==> config.mk <==
export PLATFORM = sky130hd
export DESIGN_NAME = bp_iteration_scheduler
export DESIGN_NICKNAME = d
export VERILOG_FILES = /design/src/rtl/bp_iteration_scheduler.sv
export SDC_FILE = /design/constraint.sdc
export NUM_CORES = 1
export LEC_CHECK = 0
export ABC_AREA = 1
export BUFFER_PORTS_ARGS = -buffer_cell sky130_fd_sc_hd__buf_2
export CAP_MARGIN = 20
export CELL_PAD_IN_SITES_DETAIL_PLACEMENT = 1
export CELL_PAD_IN_SITES_GLOBAL_PLACEMENT = 1
export CORE_ASPECT_RATIO = 0.75
export CORE_UTILIZATION = 40
export CTS_CLUSTER_SIZE = 8
export DETAILED_ROUTE_END_ITERATION = 10
export HOLD_SLACK_MARGIN = 0.06
export PLACE_DENSITY_LB_ADDON = 0.1
export REMOVE_ABC_BUFFERS = 1
export SLEW_MARGIN = 40
export SYNTH_ARGS = -nofsm -noshare
export SYNTH_HDL_FRONTEND = slang
export SYNTH_SLANG_ARGS = --single-unit
export TNS_END_PERCENT = 1
==> constraint.sdc <==
create_clock -name clk -period 4.03 [get_ports clk]
set_clock_uncertainty 0.05 [all_clocks]
set_input_delay 0.2015 -clock clk [delete_from_list [all_inputs] [get_ports clk]]
set_output_delay 0.2015 -clock clk [all_outputs]
set_load 0.02 [all_outputs]
==> src/rtl/bp_iteration_scheduler.sv <==
// Iteration sequencer for a belief-propagation decoder: clears accumulators, then loops
// row update -> column sum -> syndrome check until the syndrome is zero, the limit is hit, or abort.
module bp_iteration_scheduler #(
  parameter int ITER_W = 6
) (
  input  logic              clk,
  input  logic              rst,
  input  logic              start,
  input  logic              abort,
  input  logic [ITER_W-1:0] max_iter,
  output logic              clr,
  output logic              row_start,
  input  logic              row_done,
  output logic              col_start,
  input  logic              col_done,
  output logic              syn_start,
  input  logic              syn_done,
  input  logic              syn_zero,
  output logic              busy,
  output logic              done,
  output logic              converged,
  output logic [ITER_W-1:0] iter_count
);

  localparam logic [3:0] S_IDLE     = 4'd0;
  localparam logic [3:0] S_CLR      = 4'd1;
  localparam logic [3:0] S_ROW_GO   = 4'd2;
  localparam logic [3:0] S_ROW_WAIT = 4'd3;
  localparam logic [3:0] S_COL_GO   = 4'd4;
  localparam logic [3:0] S_COL_WAIT = 4'd5;
  localparam logic [3:0] S_SYN_GO   = 4'd6;
  localparam logic [3:0] S_SYN_WAIT = 4'd7;
  localparam logic [3:0] S_FINISH   = 4'd8;

  logic [3:0]        state;
  logic [3:0]        state_next;
  logic [ITER_W-1:0] limit;
  logic [ITER_W-1:0] iter_inc;
  logic              limit_hit;
  logic              in_decode;
  logic              syn_accept;

  // Abortable states are the contiguous encodings CLR..SYN_WAIT.
  assign in_decode  = (state >= S_CLR) && (state <= S_SYN_WAIT);
  assign iter_inc   = (&iter_count) ? iter_count : iter_count + 1'b1;
  assign limit_hit  = ({1'b0, iter_count} + 1'b1) >= {1'b0, limit};
  assign syn_accept = (state == S_SYN_WAIT) && syn_done && !abort;

  always_comb begin
    state_next = state;
    case (state)
      S_IDLE:     if (start) state_next = S_CLR;
      S_CLR:      state_next = S_ROW_GO;
      S_ROW_GO:   state_next = S_ROW_WAIT;
      S_ROW_WAIT: if (row_done) state_next = S_COL_GO;
      S_COL_GO:   state_next = S_COL_WAIT;
      S_COL_WAIT: if (col_done) state_next = S_SYN_GO;
      S_SYN_GO:   state_next = S_SYN_WAIT;
      S_SYN_WAIT: if (syn_done) state_next = (syn_zero || limit_hit) ? S_FINISH : S_ROW_GO;
      S_FINISH:   state_next = S_IDLE;
      default:    state_next = S_IDLE;
    endcase
    if (in_decode && abort) state_next = S_FINISH;
  end

  always_ff @(posedge clk or posedge rst) begin
    if (rst) begin
      state      <= S_IDLE;
      limit      <= '0;
      iter_count <= '0;
      converged  <= 1'b0;
    end else begin
      state <= state_next;
      if (state == S_IDLE && start) begin
        limit      <= (max_iter == '0) ? {{(ITER_W-1){1'b0}}, 1'b1} : max_iter;
        iter_count <= '0;
        converged  <= 1'b0;
      end else if (in_decode && abort) begin
        converged <= 1'b0;
      end else if (syn_accept) begin
        iter_count <= iter_inc;
        converged  <= syn_zero;
      end
    end
  end

  assign clr       = (state == S_CLR);
  assign row_start = (state == S_ROW_GO);
  assign col_start = (state == S_COL_GO);
  assign syn_start = (state == S_SYN_GO);
  assign done      = (state == S_FINISH);
  assign busy      = (state != S_IDLE);

endmodule

==> summary.md, run 1 <==
| Metric | Value |
|---|---|
| Outcome | finished clean |
| Worst rel slew slack | 0.543 |
| Sequential share of the synthesized area | 0.362 |
| Ant. Diodes | 0 |
| CTS Buf Count | 3 |
| PD cells | 525 nW/um2 |
| CTS tree | built |
| Sequential power share | 0.339 |
| Met1 global-route usage | 0.304 |
| Layout cells sized above 1 | 0.309 |
| Clock latency on the worst-skew pair | 250 ps |
| First-pass GRT wire length | 5.13 mm |
| Sw Share | 0.455 |
| CP Class | reg2reg |
| Fin nets | 197 |
| Worst Tran Pin Value | 684 ps |
| Post-CTS setup buffer count | 0 |
| Width of the die | between 60 and 70 um |
| Leak | approximately 0.8 nW |
| Initial core utilization | 0.434 |
| CTS Buffer Depth | 2 |
| Vias in the first global route | 1066 |
| Max-cap violations | 0 |
| Grt ovf | 0 |
| Layout Cells excl Fill | 211 |
| Mapped Area | about 1200 um2 |
| CP startpoint kind | register |
| Clock share of power | 0.177 |
| R2R depth | 12 |
| Sw power | between 0.3 and 0.4 mW |
| DRT Pass-1 Iters | 4 |
| Iteration-0 DRC Markers | 28 |
| Crit path DAT | about 2400 ps |
| Period utilisation layout | 0.552 |
| Yosys Warn Count | 0 |
| Period minus WS final | 2220 ps |
| Hpwl dp | 2.30 mm |
| Setup Viol. Count Final | 0 |
| Vias post-DR | 1057 |
| Layout fillers | 359 |
| Area growth syn-to-layout | 19.0% |
| GRT Total Usage | 0.218 |
| Most frequent cells in the layout | nand2_1, buf_2, inv_1 |
| Wire length per cell | approximately 14 um |
| Vias per Instance | 5.01 |
| Post-Syn Area per Cell | 8.09 um2 |
| Clk slew on worst S/H paths | 70 ps |
| CP Capture Type | register |
| IO buf count | 26 |
| Multi-input gate area | 636 um2 |
| H-tree depth reported by CTS | 1 |
| Global routing met3 resource utilization | 0.0514 |
| Worst-case hold slack | 120 ps |
| Placed insts | roughly 210 |
| R2R setup slack | 1810 ps |
| CP required | 4180 ps |
| Max-slew violation count | 0 |
| Most Used Layer, Global Route | met2 |
| Met2 usage | 0.337 |
| Total Routed Length | between 2 and 3 mm |
| Cell internal pwr | about 0.4 mW |
| Endpoints failing hold | 0 |
| Die Area | about 3200 um2 |
| Residual DRC | 0 |
| Initial antenna violation count | 0 |
| PnR worst setup slack | around 1800 ps |
| Fmax | around 450 MHz |
| Hold depth | 3 |
| Register area | 425 um2 |
| Largest net degree at the start of global routing | 18 |
| CTS Sinks | 17 |
| VDD IR max | approximately 0.25 mV |
| TNS Setup | 0 ps |
| Final core occ | 0.517 |
| Cell variety after synth | 26 |
| Gp weighted congestion | between 0.8 and 0.9 |
| RSZ-0062 raised after global routing | no |
| Most common cell after layout, fill and taps aside | nand2_1 |
| Core Area | 2700 um2 |
| Mapped Cells | roughly 150 |
| Detail Route Antenna Nets | 0 |
| IO Pins | 27 |
| Die H | 48.9 um |
| #FFs+latches synth | 17 |
| CP Max Fanout | 6 |
| Comb power frac | 0.485 |
| Pre-CTS setup slack | just under 2000 ps |
| Root Buffer | clkbuf_8 |
| Hold Path Class | in2reg |
| Rows | 16 |
==> Yosys cell counts <==
cell type / count / area share
o22ai_1: 3 / 0.016
nor2_1: 7 / 0.022
nand2_4: 3 / 0.029
o21ai_0: 9 / 0.038
nor4_1: 2 / 0.011
a21oi_1: 2 / 0.0085
nand3_2: 2 / 0.017
and3_1: 1 / 0.0053
o21ai_1: 1 / 0.0043
nand3b_1: 1 / 0.0064
nor3_1: 3 / 0.013
nand2_1: 29 / 0.093
nand3_1: 7 / 0.030
inv_1: 24 / 0.077
nor3_2: 1 / 0.0085
nor2_4: 4 / 0.038
nand2_2: 5 / 0.027
buf_4: 1 / 0.0064
xor2_1: 4 / 0.030
nor2_2: 3 / 0.016
or2_2: 1 / 0.0053
nor2_8: 2 / 0.034
ha_1: 7 / 0.075
a22o_1: 2 / 0.015
dfrtp_1: 17 / 0.36
inv_2: 4 / 0.013
==> what timing repair did <==
action / in CTS / in global routing
endpoints found under the setup margin: 0 / 0
hold buffers: 1 / 0
endpoints found under the hold margin: 17 / 0
resized for setup: 0 / 0
==> path summary, 6_finish.rpt <==
check | from | endpoint
max reg2reg | iter_count[0]$_DFFE_PP0P_ | state[1]$_DFFE_PP0P_
max | iter_count[0]$_DFFE_PP0P_ | state[1]$_DFFE_PP0P_
min reg2reg | limit[0]$_DFFE_PP0P_ | limit[0]$_DFFE_PP0P_
max in group asynchronous | rst | limit[2]$_DFFE_PP0P_
min in group asynchronous | rst | state[1]$_DFFE_PP0P_
min | max_iter[1] | limit[1]$_DFFE_PP0P_
==> critical path: stages, from the launching register on <==
cell and delay (ps):
dfrtp_1 450, ha_1 270, nand3_2 110, xor2_1 210, inv_1 80, ha_1 290
nand3_1 110, nand3_1 120, nor2_1 200, nand3_1 100, nand2_1 70, nand2_1 50
nand2_1 50
==> power groups by stage <==
| stage | registers [mW] | logic, mW | clock network (mW) |
|---|---|---|---|
| final | 0.249 | 0.355 | 0.129 |
| after global placement | 0.248 | 0.344 | 0 |
| after floorplan | 0.243 | 0.267 | 0 |
| after global routing | 0.255 | 0.403 | 0.141 |
| after detailed placement | 0.250 | 0.356 | 0 |
| after CTS | 0.249 | 0.359 | 0.134 |
==> registers in the layout, summed over array words and instances, names as in the netlist <==
register    cells
limit           6
converged       1
state           4
iter_count      6
==> final cells by class <==
| class | count | area share |
|---|---|---|
| clock buffer | 4 | 0.0323 |
| inverter | 28 | 0.0753 |
| multi-input combinational | 99 | 0.455 |
| sequential | 17 | 0.305 |
| tap | 36 | 0.0323 |
| timing repair buffer | 27 | 0.100 |
==> through the flow <==
stage / cell area, um2 / total power [mW]
finish: 1400 / 0.733
global placement: 1340 / 0.592
global route: 1400 / 0.799
CTS: 1400 / 0.742
floorplan: 1170 / 0.510
detailed placement: 1340 / 0.606
==> logic make-up (layout without fill, tap and decap cells) <==
family / count (synthesis) / in the layout / share of synthesized area
AO/OA/AOI/OAI: 17 / 17 / 0.0821
adder cells (fa/ha/maj): 7 / 7 / 0.0746
AND/OR/NAND/NOR: 71 / 71 / 0.355
XOR/XNOR: 4 / 4 / 0.0298
buffers and inverters: 29 / 59 / 0.0960
flip-flops: 17 / 17 / 0.362
==> metal layers <==
layer | vias to the layer above | routed length [um]
li1 | 522 | -
met1 | 507 | 1420
met2 | 24 | 1340
met3 | 4 | 111
met4 | 0 | 46
met5 | - | 0
Note: power is estimated with default switching activity, not from simulation.
==> run 2, diff against run 1 <==
Settings changed: CORE_UTILIZATION 40 to 38.
Clock period 4.03 ns to 2.3 ns, I/O delays scaled along.
==> summary.md, run 2 (synthesis gave the netlist of run 1 again) <==
| Metric | Value |
|---|---|
| Die H | 50.1 um |
| Hpwl dp | 2.35 mm |
| CP required | 2390 ps |
| PnR worst setup slack | 204 ps |
| Worst rel slew slack | 0.539 |
| Ant. Diodes | 0 |
| DRT Pass-1 Iters | 4 |
| Area growth syn-to-layout | 23.5% |
| Pwr Total | 1.29 mW |
| Vias in the first global route | 1105 |
| Iteration-0 DRC Markers | 43 |
| PD cells | 893 nW/um2 |
| Total Routed Length | 3.00 mm |
| First-pass GRT wire length | between 5 and 6 mm |
| Worst R2R Start | iter_count[0]$_DFFE_PP0P_ |
| CP Max Fanout | 6 |
| Hold depth | 3 |
| Gp weighted congestion | 0.785 |
| IO Pins | 27 |
| Detail Route Antenna Nets | 0 |
| H-tree depth reported by CTS | 1 |
| Fin nets | 202 |
| Crit path DAT | 2190 ps |
| IO buf count | 26 |
| Setup Viol. Count Final | 0 |
| Pre-CTS setup slack | 251 ps |
| CP Class | reg2reg |
| Most frequent cells in the layout | nand2_1, buf_2, inv_1 |
| Residual DRC | 0 |
| CTS tree | built |
| Hold Path Class | in2reg |
| Root Buffer | clkbuf_8 |
| Leak | 0.826 nW |
| R2R depth | 11 |
| TNS Setup | 0 ps |
| GRT Total Usage | 0.212 |
| Outcome | finished clean |
| Clk slew on worst S/H paths | 70 ps |
| Period utilisation layout | 0.912 |
| Vias per Instance | 4.82 |
| Width of the die | 66.2 um |
| Largest net degree at the start of global routing | 18 |
| End of the worst hold path | limit[5]$_DFFE_PP0P_ |
| Hold_sp | max_iter[5] |
| VDD IR max | 0.418 mV |
| Vias post-DR | between 1000 and 1500 |
| Initial core utilization | 0.400 |
| Cell Area, Placed | roughly 1300 um2 |
| Final Cell Area | between 1000 and 1500 um2 |
| Most common cell after layout, fill and taps aside | nand2_1 |
| CTS Buffer Depth | 2 |
| Layout cells sized above 1 | 0.300 |
| Fmax | around 480 MHz |
| Max-cap violations | 0 |
| RSZ-0062 raised after global routing | no |
| R2R setup slack | 200 ps |
| CP startpoint kind | register |
| Layout fillers | 371 |
| Clock latency on the worst-skew pair | 250 ps |
| Core Area | 2940 um2 |
| Max-slew violation count | 0 |
| Worst Tran Pin Value | 690 ps |
| Period minus WS final | 2100 ps |
| CTS Sinks | 17 |
| Wire length per cell | 13.8 um |
| Endpoints failing hold | 0 |
| CP Capture Type | register |
| Rows | 17 |
| Grt ovf | 0 |
| Largest regs | iter_count x6, limit x6, state x4 |
| Reg-to-Reg End | state[3]$_DFFE_PP0P_ |
| Initial antenna violation count | 0 |
| Worst-case hold slack | 79.1 ps |
| CTS Buf Count | 3 |
| Die Area | 3320 um2 |
| Post_cts resized | 0 |
## run 2: cell count changes in the layout (fill, tap and decap cells not counted), sizes merged
| cell | before | now |
|---|---|---|
| dlygate4sd3 | 1 | 6 |
## run 2: how the worst max path moves through the flow
stage | startpoint | to | slack [ps]
2_1_floorplan | iter_count[0]$_DFFE_PP0P_ | state[1]$_DFFE_PP0P_ | 370
3_3_place_gp | iter_count[0]$_DFFE_PP0P_ | state[1]$_DFFE_PP0P_ | 330
3_5_place_dp | iter_count[0]$_DFFE_PP0P_ | state[1]$_DFFE_PP0P_ | 250
4_1_cts | iter_count[0]$_DFFE_PP0P_ | state[3]$_DFFE_PP0P_ | 210
5_1_grt | iter_count[0]$_DFFE_PP0P_ | state[1]$_DFFE_PP0P_ | 30
6_report | iter_count[0]$_DFFE_PP0P_ | state[3]$_DFFE_PP0P_ | 200
## run 2: through the flow
step | instances | util
detailed placement | 208 | 0.458
global placement | 208 | 0.458
global route | 218 | 0.494
floorplan | 144 | -
CTS | 218 | 0.494
finish | 218 | 0.494
## run 2: area by class of cell
| class | instances | area (um2) | share of cell area |
|---|---|---|---|
| Multi-Input combinational cell | 99 | 636 | 0.439 |
| Inverter | 28 | 105 | 0.0725 |
| Clock buffer | 4 | 45.0 | 0.0311 |
| Tap cell | 38 | 47.5 | 0.0328 |
| Sequential cell | 17 | 425 | 0.294 |
| Timing Repair Buffer | 32 | 190 | 0.131 |
## run 2: repair_timing
item,4_1_cts,5_1_grt
hold endpoints to repair,22,0
setup endpoints to repair,0,0
hold buffers,6,0
buffers inserted,0,0
## run 2: routing by layer
layer / vias to the layer above / track usage / wire (um)
li1: 526 / - / -
met2: 22 / 0.328 / 1360
met1: 501 / 0.309 / 1530
met3: 2 / 0.0432 / 93
met4: 0 / 0.0319 / 21
met5: - / 0 / 0
## run 2: power breakdown
part | switching, mW | internal, mW | leakage, nW
clock | 0.104 | 0.123 | 0.0228
combinational | 0.424 | 0.209 | 0.579
sequential | 0.0587 | 0.376 | 0.224
total | 0.586 | 0.708 | 0.826
## run 2: worst max-delay path, stage by stage, from the launching register on
cell and delay, ps:
dfrtp_1 440, ha_1 260, nand3_2 110, xor2_1 210, inv_1 70, ha_1 310, nand3_1 110, nand3_1 80
nor2_1 150, nand2_1 70, nand2_1 60, a21oi_1 70
